$ cat config.mk
export PLATFORM = sky130hd
export DESIGN_NAME = fish_sprite_engine
export DESIGN_NICKNAME = d
export VERILOG_FILES = /design/src/rtl/fish_sprite_engine.sv
export SDC_FILE = /design/constraint.sdc
export NUM_CORES = 1
export LEC_CHECK = 0
export BUFFER_PORTS_ARGS = -buffer_cell sky130_fd_sc_hd__buf_2
export CORE_MARGIN = 2
export CORE_UTILIZATION = 58
export CTS_CLUSTER_SIZE = 40
export DETAILED_ROUTE_END_ITERATION = 16
export GPL_TIMING_DRIVEN = 0
export PLACE_DENSITY = 0.95
export SLEW_MARGIN = 5
export SYNTH_ARGS = -nofsm -noshare
export SYNTH_HDL_FRONTEND = slang
export SYNTH_SLANG_ARGS = --single-unit
$ cat constraint.sdc
create_clock -name clk -period 12 [get_ports clk]
set_clock_uncertainty 0.15 [all_clocks]
set_input_delay 2.4 -clock clk [delete_from_list [all_inputs] [get_ports clk]]
set_output_delay 2.4 -clock clk [all_outputs]
set_load 0.05 [all_outputs]
$ cat src/rtl/fish_sprite_engine.sv
`timescale 1ns/1ps
// -----------------------------------------------------------------------------
// fish_sprite_engine
//
// Renders a 32x16 fish sprite over a scanned video raster. The fish swims
// horizontally at a fixed row. It pauses at each screen edge for a set number
// of frames, then turns around. The sprite image is fetched from an external
// ROM with one clock of read latency. Pixels equal to KEY_COLOR are treated
// as transparent.
//
// Ports
//   clk        in   1   pixel clock
//   reset_n    in   1   asynchronous active-low reset
//   video_on   in   1   raster is inside the visible area
//   x, y       in  10   current raster column / row
//   frame_tick in   1   one-cycle pulse per frame; the only time motion occurs
//   enable     in   1   motion enable (low on a frame_tick parks the fish)
//   speed      in   2   horizontal step per frame is speed+1 pixels
//   rom_row    out  4   sprite ROM row address (combinational)
//   rom_col    out  5   sprite ROM column address (combinational, mirrored
//                       when swimming left)
//   rom_color  in  12   sprite ROM data, valid one clk after the address
//   fish_x     out 10   sprite left column
//   fish_y     out 10   sprite top row (always Y_POS)
//   dir        out  1   0 = swimming right, 1 = swimming left
//   sprite_on  out  1   opaque sprite pixel, 2 clk after x/y
//   rgb_out    out 12   sprite pixel colour, 12'h000 when sprite_on is 0
// -----------------------------------------------------------------------------
module fish_sprite_engine #(
  parameter logic [9:0]  X_START     = 10'd100,
  parameter logic [9:0]  Y_POS       = 10'd240,
  parameter logic [9:0]  X_MAX       = 10'd639,
  parameter logic [3:0]  TURN_FRAMES = 4'd8,
  parameter logic [11:0] KEY_COLOR   = 12'h0F0
) (
  input  logic        clk,
  input  logic        reset_n,
  input  logic        video_on,
  input  logic [9:0]  x,
  input  logic [9:0]  y,
  input  logic        frame_tick,
  input  logic        enable,
  input  logic [1:0]  speed,
  output logic [3:0]  rom_row,
  output logic [4:0]  rom_col,
  input  logic [11:0] rom_color,
  output logic [9:0]  fish_x,
  output logic [9:0]  fish_y,
  output logic        dir,
  output logic        sprite_on,
  output logic [11:0] rgb_out
);

  typedef enum logic [1:0] {
    IDLE = 2'd0,
    SWIM = 2'd1,
    TURN = 2'd2
  } state_t;

  state_t      state;
  logic [3:0]  turn_cnt;

  // Motion arithmetic, done 11 bits wide so edge tests never wrap.
  logic [10:0] step;
  logic [10:0] fx_wide;
  logic [10:0] fx_inc;
  logic [10:0] fx_dec;
  logic        at_right;
  logic        at_left;

  // Raster hit test and ROM addressing.
  logic [10:0] x_wide;
  logic [10:0] y_wide;
  logic [10:0] y_top;
  logic        hit_p0;
  logic [4:0]  dx_p0;
  logic        hit_p1;

  // Speed code 0..3 maps to a step of 1..4 pixels.
  function automatic logic [10:0] step_of(input logic [1:0] spd);
    return {9'd0, spd} + 11'd1;
  endfunction

  assign fish_y = Y_POS;

  always_comb begin
    step     = step_of(speed);
    fx_wide  = {1'b0, fish_x};
    fx_inc   = fx_wide + step;
    fx_dec   = fx_wide - step;
    // Right edge: the sprite's last column would pass X_MAX after the step.
    at_right = (fx_inc + 11'd32) > ({1'b0, X_MAX} + 11'd1);
    // Left edge: fish_x < step, seen as a borrow out of the subtraction.
    at_left  = fx_dec[10];
  end

  // ---------------------------------------------------------------------------
  // Stage 0: combinational hit test and ROM address from the live raster.
  // ---------------------------------------------------------------------------
  always_comb begin
    x_wide  = {1'b0, x};
    y_wide  = {1'b0, y};
    y_top   = {1'b0, Y_POS};
    hit_p0  = video_on &&
              (x_wide >= fx_wide) && (x_wide <= fx_wide + 11'd31) &&
              (y_wide >= y_top)   && (y_wide <= y_top + 11'd15);
    // Only the low bits matter: inside a hit the offsets are below 32 / 16.
    dx_p0   = x[4:0] - fish_x[4:0];
    rom_row = 4'd0;
    rom_col = 5'd0;
    if (hit_p0) begin
      rom_row = y[3:0] - Y_POS[3:0];
      rom_col = dir ? (5'd31 - dx_p0) : dx_p0;
    end
  end

  // ---------------------------------------------------------------------------
  // Stage 1: hit delayed to line up with the ROM read data.
  // ---------------------------------------------------------------------------
  always_ff @(posedge clk or negedge reset_n) begin
    if (!reset_n) begin
      hit_p1 <= 1'b0;
    end else begin
      hit_p1 <= hit_p0;
    end
  end

  // ---------------------------------------------------------------------------
  // Stage 2: transparency key and registered pixel output.
  // ---------------------------------------------------------------------------
  always_ff @(posedge clk or negedge reset_n) begin
    if (!reset_n) begin
      sprite_on <= 1'b0;
      rgb_out   <= 12'h000;
    end else begin
      sprite_on <= hit_p1 && (rom_color != KEY_COLOR);
      rgb_out   <= (hit_p1 && (rom_color != KEY_COLOR)) ? rom_color : 12'h000;
    end
  end

  // Motion FSM: everything here advances only on frame_tick. Dropping enable
  // parks the fish in IDLE with position, direction and counter kept; leaving
  // IDLE always resumes swimming, so any unfinished turn pause is abandoned.
  always_ff @(posedge clk or negedge reset_n) begin
    if (!reset_n) begin
      state    <= IDLE;
      fish_x   <= X_START;
      dir      <= 1'b0;
      turn_cnt <= 4'd0;
    end else if (frame_tick) begin
      case (state)
        IDLE: begin
          if (enable) begin
            state <= SWIM;
          end
        end
        SWIM: begin
          if (!enable) begin
            state <= IDLE;
          end else if (!dir) begin
            if (at_right) begin
              fish_x   <= X_MAX - 10'd31;
              turn_cnt <= TURN_FRAMES;
              state    <= TURN;
            end else begin
              fish_x <= fx_inc[9:0];
            end
          end else begin
            if (at_left) begin
              fish_x   <= 10'd0;
              turn_cnt <= TURN_FRAMES;
              state    <= TURN;
            end else begin
              fish_x <= fx_dec[9:0];
            end
          end
        end
        TURN: begin
          if (!enable) begin
            state <= IDLE;
          end else if (turn_cnt <= 4'd1) begin
            // A count of 0 (TURN_FRAMES = 0) behaves like a one-frame pause.
            dir      <= ~dir;
            turn_cnt <= 4'd0;
            state    <= SWIM;
          end else begin
            turn_cnt <= turn_cnt - 4'd1;
          end
        end
        default: begin
          state <= IDLE;
        end
      endcase
    end
  end

endmodule

Word level (Yosys, flattened, before mapping)
Index checks and enable logic that the tools add are counted.
{"block": "totals", "input_bits": 39, "register_bits": 31, "output_inout_bits": 43}
{"block": "classes", "n_reduce_logical": 11, "n_bitwise": 1, "order_cmp": 6, "add_sub_neg": 8, "n_eq_ne": 11, "muxes": 22}
{"operator": "two-way mux 10 bit", "n": 3}
{"operator": "two-way mux 4 bit", "n": 7}
{"operator": "two-way mux 2 bit", "n": 7}
{"operator": "two-way mux 12 bit", "n": 1}
{"operator": "inequality test 12 x 8 -> 1 bit (second input constant)", "n": 1}
{"operator": "adder 10 x 3 -> 11 bit", "n": 1}
{"operator": "adder 10 x 5 -> 11 bit (second input constant)", "n": 1}
{"operator": "adder 11 x 6 -> 11 bit (second input constant)", "n": 1}
{"operator": "greater-than comparator 11 x 10 -> 1 bit (second input constant)", "n": 1}
{"operator": "<= comparator 10 x 11 -> 1 bit", "n": 1}
{"operator": "subtractor 10 x 3 -> 11 bit", "n": 1}
{"operator": ">= comparator 10 bit", "n": 1}
{"operator": ">= comparator 10 x 8 -> 1 bit (second input constant)", "n": 1}
{"operator": "<= comparator 10 x 8 -> 1 bit (second input constant)", "n": 1}
{"operator": "two-way mux 5 bit", "n": 2}
{"operator": "inequality test 3 bit (second input constant)", "n": 3}
{"operator": "inequality test 4 bit (second input constant)", "n": 2}
{"operator": "case mux 4 bit (2 select lines)", "n": 1}
{"operator": "inequality test 2 bit (second input constant)", "n": 3}
{"operator": "case mux 2 bit (3 select lines)", "n": 1}
{"operator": "AND reduction 6 bit", "n": 1}
{"operator": "logical AND 1 bit", "n": 5}
{"operator": "AND reduction 5 bit", "n": 1}
{"operator": "subtractor 5 bit", "n": 1}
{"operator": "other kinds (11)", "n": 11}

Longest topological paths before layout
{"block": "logic_depth", "word_depth": 8, "mapped_depth": 18}

Least setup slack after synthesis
No wires, ideal clock.
{"block": "synth_path", "path_kind": "in2out", "startpoint": "input x[1]", "endpoint": "output rom_row[0]", "required_ns": 9.450, "setup_slack_ns": 4.332, "stages": 9, "n_path_buf": 0, "arrival_time_ns": 5.118, "path_cell_list": "ha_1 > nor2b_1 > o21a_1 > o21a_1 > o21ai_0 > a21oi_1 > a2111oi_0 > o31ai_1 > nor3b_1"}
{"block": "synth_via", "elab_chain_cells": 6}
{"item": "start: declaration", "line": "39", "source": "input logic [9:0] x,"}
{"item": ">= comparator 10 bit", "line": "105", "source": "(x_wide >= fx_wide) && (x_wide <= fx_wide + 11'd31) &&"}
{"item": "logical AND 1 bit", "line": "104", "source": "hit_p0 = video_on &&"}
{"item": "logical AND 1 bit * (2 in series)", "line": "105"}
{"item": "logical AND 1 bit *", "line": "106", "source": "(y_wide >= y_top) && (y_wide <= y_top + 11'd15);"}
{"item": "two-way mux 4 bit *", "line": "111", "source": "if (hit_p0) begin"}
{"item": "end: declaration", "line": "44", "source": "output logic [3:0] rom_row,"}
Mark *: on every way between the ends. The rest lies on a longest branch, timed or not.

Final worst setup path
{"block": "layout_path", "startpoint": "input x[0]", "endpoint": "output rom_row[0]"}
Same word-level chain as after synthesis.

==> results_dict.tcl <==
set metrics [dict create \
    status "finished clean" \
    dp_hpwl_mm 6.007 \
    worstPathArrival_ns 5.31 \
    clock_path_buffers 2 \
    cts_resized 0 \
    final_common_cell "buf_2" \
    total_power_w 0.0007159 \
    antenna_left 0 \
    wl_per_cell_um 15.04 \
    diodes 0 \
    relSlewSlack_pct 21.03 \
    max-cap-violations 0 \
    yosysWarnings 0 \
    core_area_um2 5107 \
    fin_crit_sh_pct 65.50 \
    initial_utilization_pct 59.85 \
    synth_ff_type "dfrtp_1" \
    num_io_pins 82 \
    dr.pass1.iters 5 \
    cts-buffers-inserted 5 \
    ys_ff_latch 31 \
    critPathCaptureType "output pin" \
    grt_pass1_wl_mm 12.74 \
    leakagePower_nw 1.774 \
    power_density_nw_per_um2 198.0 \
    switchingPower_w 0.0003602 \
    grt_antenna_before_repair 0 \
    maxSlewViolCount 0 \
    grt_pass1_vias 2879 \
    r2r_start "fish_x[1]$_DFFE_PN0P_" \
    period_minus_slack_ns 7.860 \
    tritoncts "built" \
    nets 510 \
    dieArea_um2 5867 \
    synth_top_family_by_area "simple AND/OR/NAND/NOR gates" \
    num_rows 26 \
    grt_usage_pct 26.54 \
    syn_inst 351 \
    holdBufCountCts 0 \
    numClockSinks 31 \
    hold_viol_final 0 \
    yosys.area_share.simple_pct 22.80 \
    synthXorXnorAreaFrac_pct 6.877 \
    tightest_slew_ns 1.175 \
    routed_wl_mm 7.641 \
    pwr-share-comb_pct 67.4 \
    drc_errors 0 \
    crit_type "in -> out" \
    final_cell_mix "buf_2 (72), ha_1 (31), nand2_1 (30)" \
    drive_gt1_share_pct 27.63 \
    synthAdderAreaFrac_pct 14.65 \
    post_cts_buffers 0 \
    setup_violations 0 \
    final_core_util_pct 70.77 \
    htreeDepth 2 \
    drt-initial-drc-count 243 \
    muxShareOfSynthArea_pct 0 \
    gp_congestion 0.9559 \
    insertion_delay_ns 0.29 \
    worstHoldStart "turn_cnt[0]$_DFFE_PN0P_" \
    grt_overflow_total 0 \
    ir_drop_v 0.0001200 \
    rsz0062_at_grt "false" \
    cp.required_ns 9.45 \
    netlist-cell-type-count 66 \
    synth_edf_count 0 \
    syn-cell-area_um2 3057 \
    num_vias 2957 \
    ys_seq_area_share_pct 25.50 \
    swShare_pct 50.31 \
    max_freq_mhz 127.2 \
    synth_area_per_cell_um2 8.708 \
    die-width_um 76.60 \
    cts_root_buf "clkbuf_8" \
    crit_start "x[0]" \
    seqPwrFrac_pct 21.3 \
    critPathMaxFanout 10 \
    avgViaCountPerCell 5.821 \
    grt_start_max_net_pins 32 \
    synth-compound-area-share_pct 19.32 \
    timing.setup.tns_ns 0 \
    cts.reportedPaths.clkPinSlew_ns 0.06 \
    worstSetupStartpointType "input pin" \
    area_growth_syn_to_layout_pct 18.26 \
    p_clk_share_pct 11.3 \
    die_height_um 76.60 \
    io_buffers 71 \
    async_flop_share_pct 100.0 \
    hold_class "reg -> reg" \
    power.internal_w 0.0003557 \
]
## logic make-up after synthesis
group	Yosys count
and+or+nand+nor	125
buffers and inverters	51
adders and majority gates	34
xor gates and xnor gates	24
AOI/OAI and AO/OA	84
DFF	31
other	2
## final cells by class
type / count / area, um2
plain buffers: 24 / 222.7
clock buffers: 6 / 72.57
clock inverters: 2 / 12.51
fillers: 397 / 1493
inverters: 27 / 101.3
multi-input cells: 277 / 1983
flip-flops and latches: 31 / 779.5
well taps: 70 / 87.58
repair buffers: 71 / 355.3
## layer usage
layer	part of all wire, %	vias up	track usage, %
li1	-	1402	-
met1	40	1371	31.90
met2	48	156	44.69
met3	8.3	28	5.806
met4	3.3	0	13.45
met5	0	-	0
## power groups by stage
| stage | Combinational [W] | Clock, W | Sequential (W) |
|---|---|---|---|
| floorplan | 0.000324 | 0 | 0.000194 |
| global placement | 0.000452 | 0 | 0.000153 |
| CTS | 0.000475 | 0.0000821 | 0.000152 |
| finish | 0.000482 | 0.0000811 | 0.000153 |
| global route | 0.000524 | 0.0000862 | 0.000156 |
| detailed placement | 0.000471 | 0 | 0.000154 |
## cells in the mapped netlist, types with 3 or more instances
cell | instances | area share, %
ha_1 | 31 | 13
nand2_1 | 30 | 3.7
dfrtp_1 | 28 | 23
inv_1 | 27 | 3.3
xnor2_1 | 21 | 6.0
a21oi_1 | 18 | 2.9
nor2_1 | 18 | 2.2
nor3_1 | 16 | 2.6
and2_1 | 15 | 3.1
o21ai_0 | 13 | 2.1
buf_4 | 10 | 2.5
a21o_1 | 6 | 1.5
o31ai_1 | 6 | 1.5
buf_6 | 5 | 1.8
clkbuf_8 | 5 | 2.3
nand3_1 | 5 | 0.82
or3_1 | 5 | 1.0
nand4_1 | 4 | 0.82
nor3b_1 | 4 | 0.98
o22ai_1 | 4 | 0.82
a211oi_1 | 3 | 0.74
a211oi_2 | 3 | 1.2
a31oi_1 | 3 | 0.61
a32oi_1 | 3 | 0.86
dfstp_2 | 3 | 2.6
fa_1 | 3 | 2.0
o21a_1 | 3 | 0.74
or2_2 | 3 | 0.61
xor2_1 | 3 | 0.86
## metrics by stage
step / instance area (um2) / worst slack, ns / hold WS [ns] / std cells
2_1_floorplan: 3087 / 4.332 / 0.3414 / 359
3_3_place_gp: 3530 / 4.400 / 0.3655 / 500
3_5_place_dp: 3530 / 4.211 / 0.3829 / 500
4_1_cts: 3615 / 4.192 / 0.3917 / 508
5_1_grt: 3615 / 3.948 / 0.4196 / 508
6_report: 3615 / 4.140 / 0.3897 / 508
## final timing paths
path | to | slack (ns) | cells past startpoint
min | turn_cnt[0]$_DFFE_PN0P_ | 0.39 | 1
min reg2reg | turn_cnt[0]$_DFFE_PN0P_ | 0.39 | 1
max | rom_row[0] | 4.14 | 14
max in group asynchronous | hit_p1$_DFF_PN0_ | 9.27 | 1
max reg2reg | fish_x[9]$_DFFE_PN0P_ | 7.52 | 15
min in group asynchronous | state[0]$_DFFE_PN0P_ | 1.99 | 1
## flip-flops by register name, indices dropped and copies added, names as in the netlist
signal,flops
fish_x,10
turn_cnt,4
state,2
hit_p1,1
rgb_out,12
dir,1
sprite_on,1
## critical path: stages
cell	delay [ns]
buf_2	0.10
inv_1	0.07
ha_1	0.14
inv_1	0.06
fa_1	0.41
a21o_1	0.19
a211oi_1	0.32
o21bai_1	0.17
a21oi_1	0.16
o21ai_0	0.10
a21o_1	0.18
a21oi_1	0.60
nor3b_1	0.12
buf_2	0.26
Power figures use the tool's default switching activity.
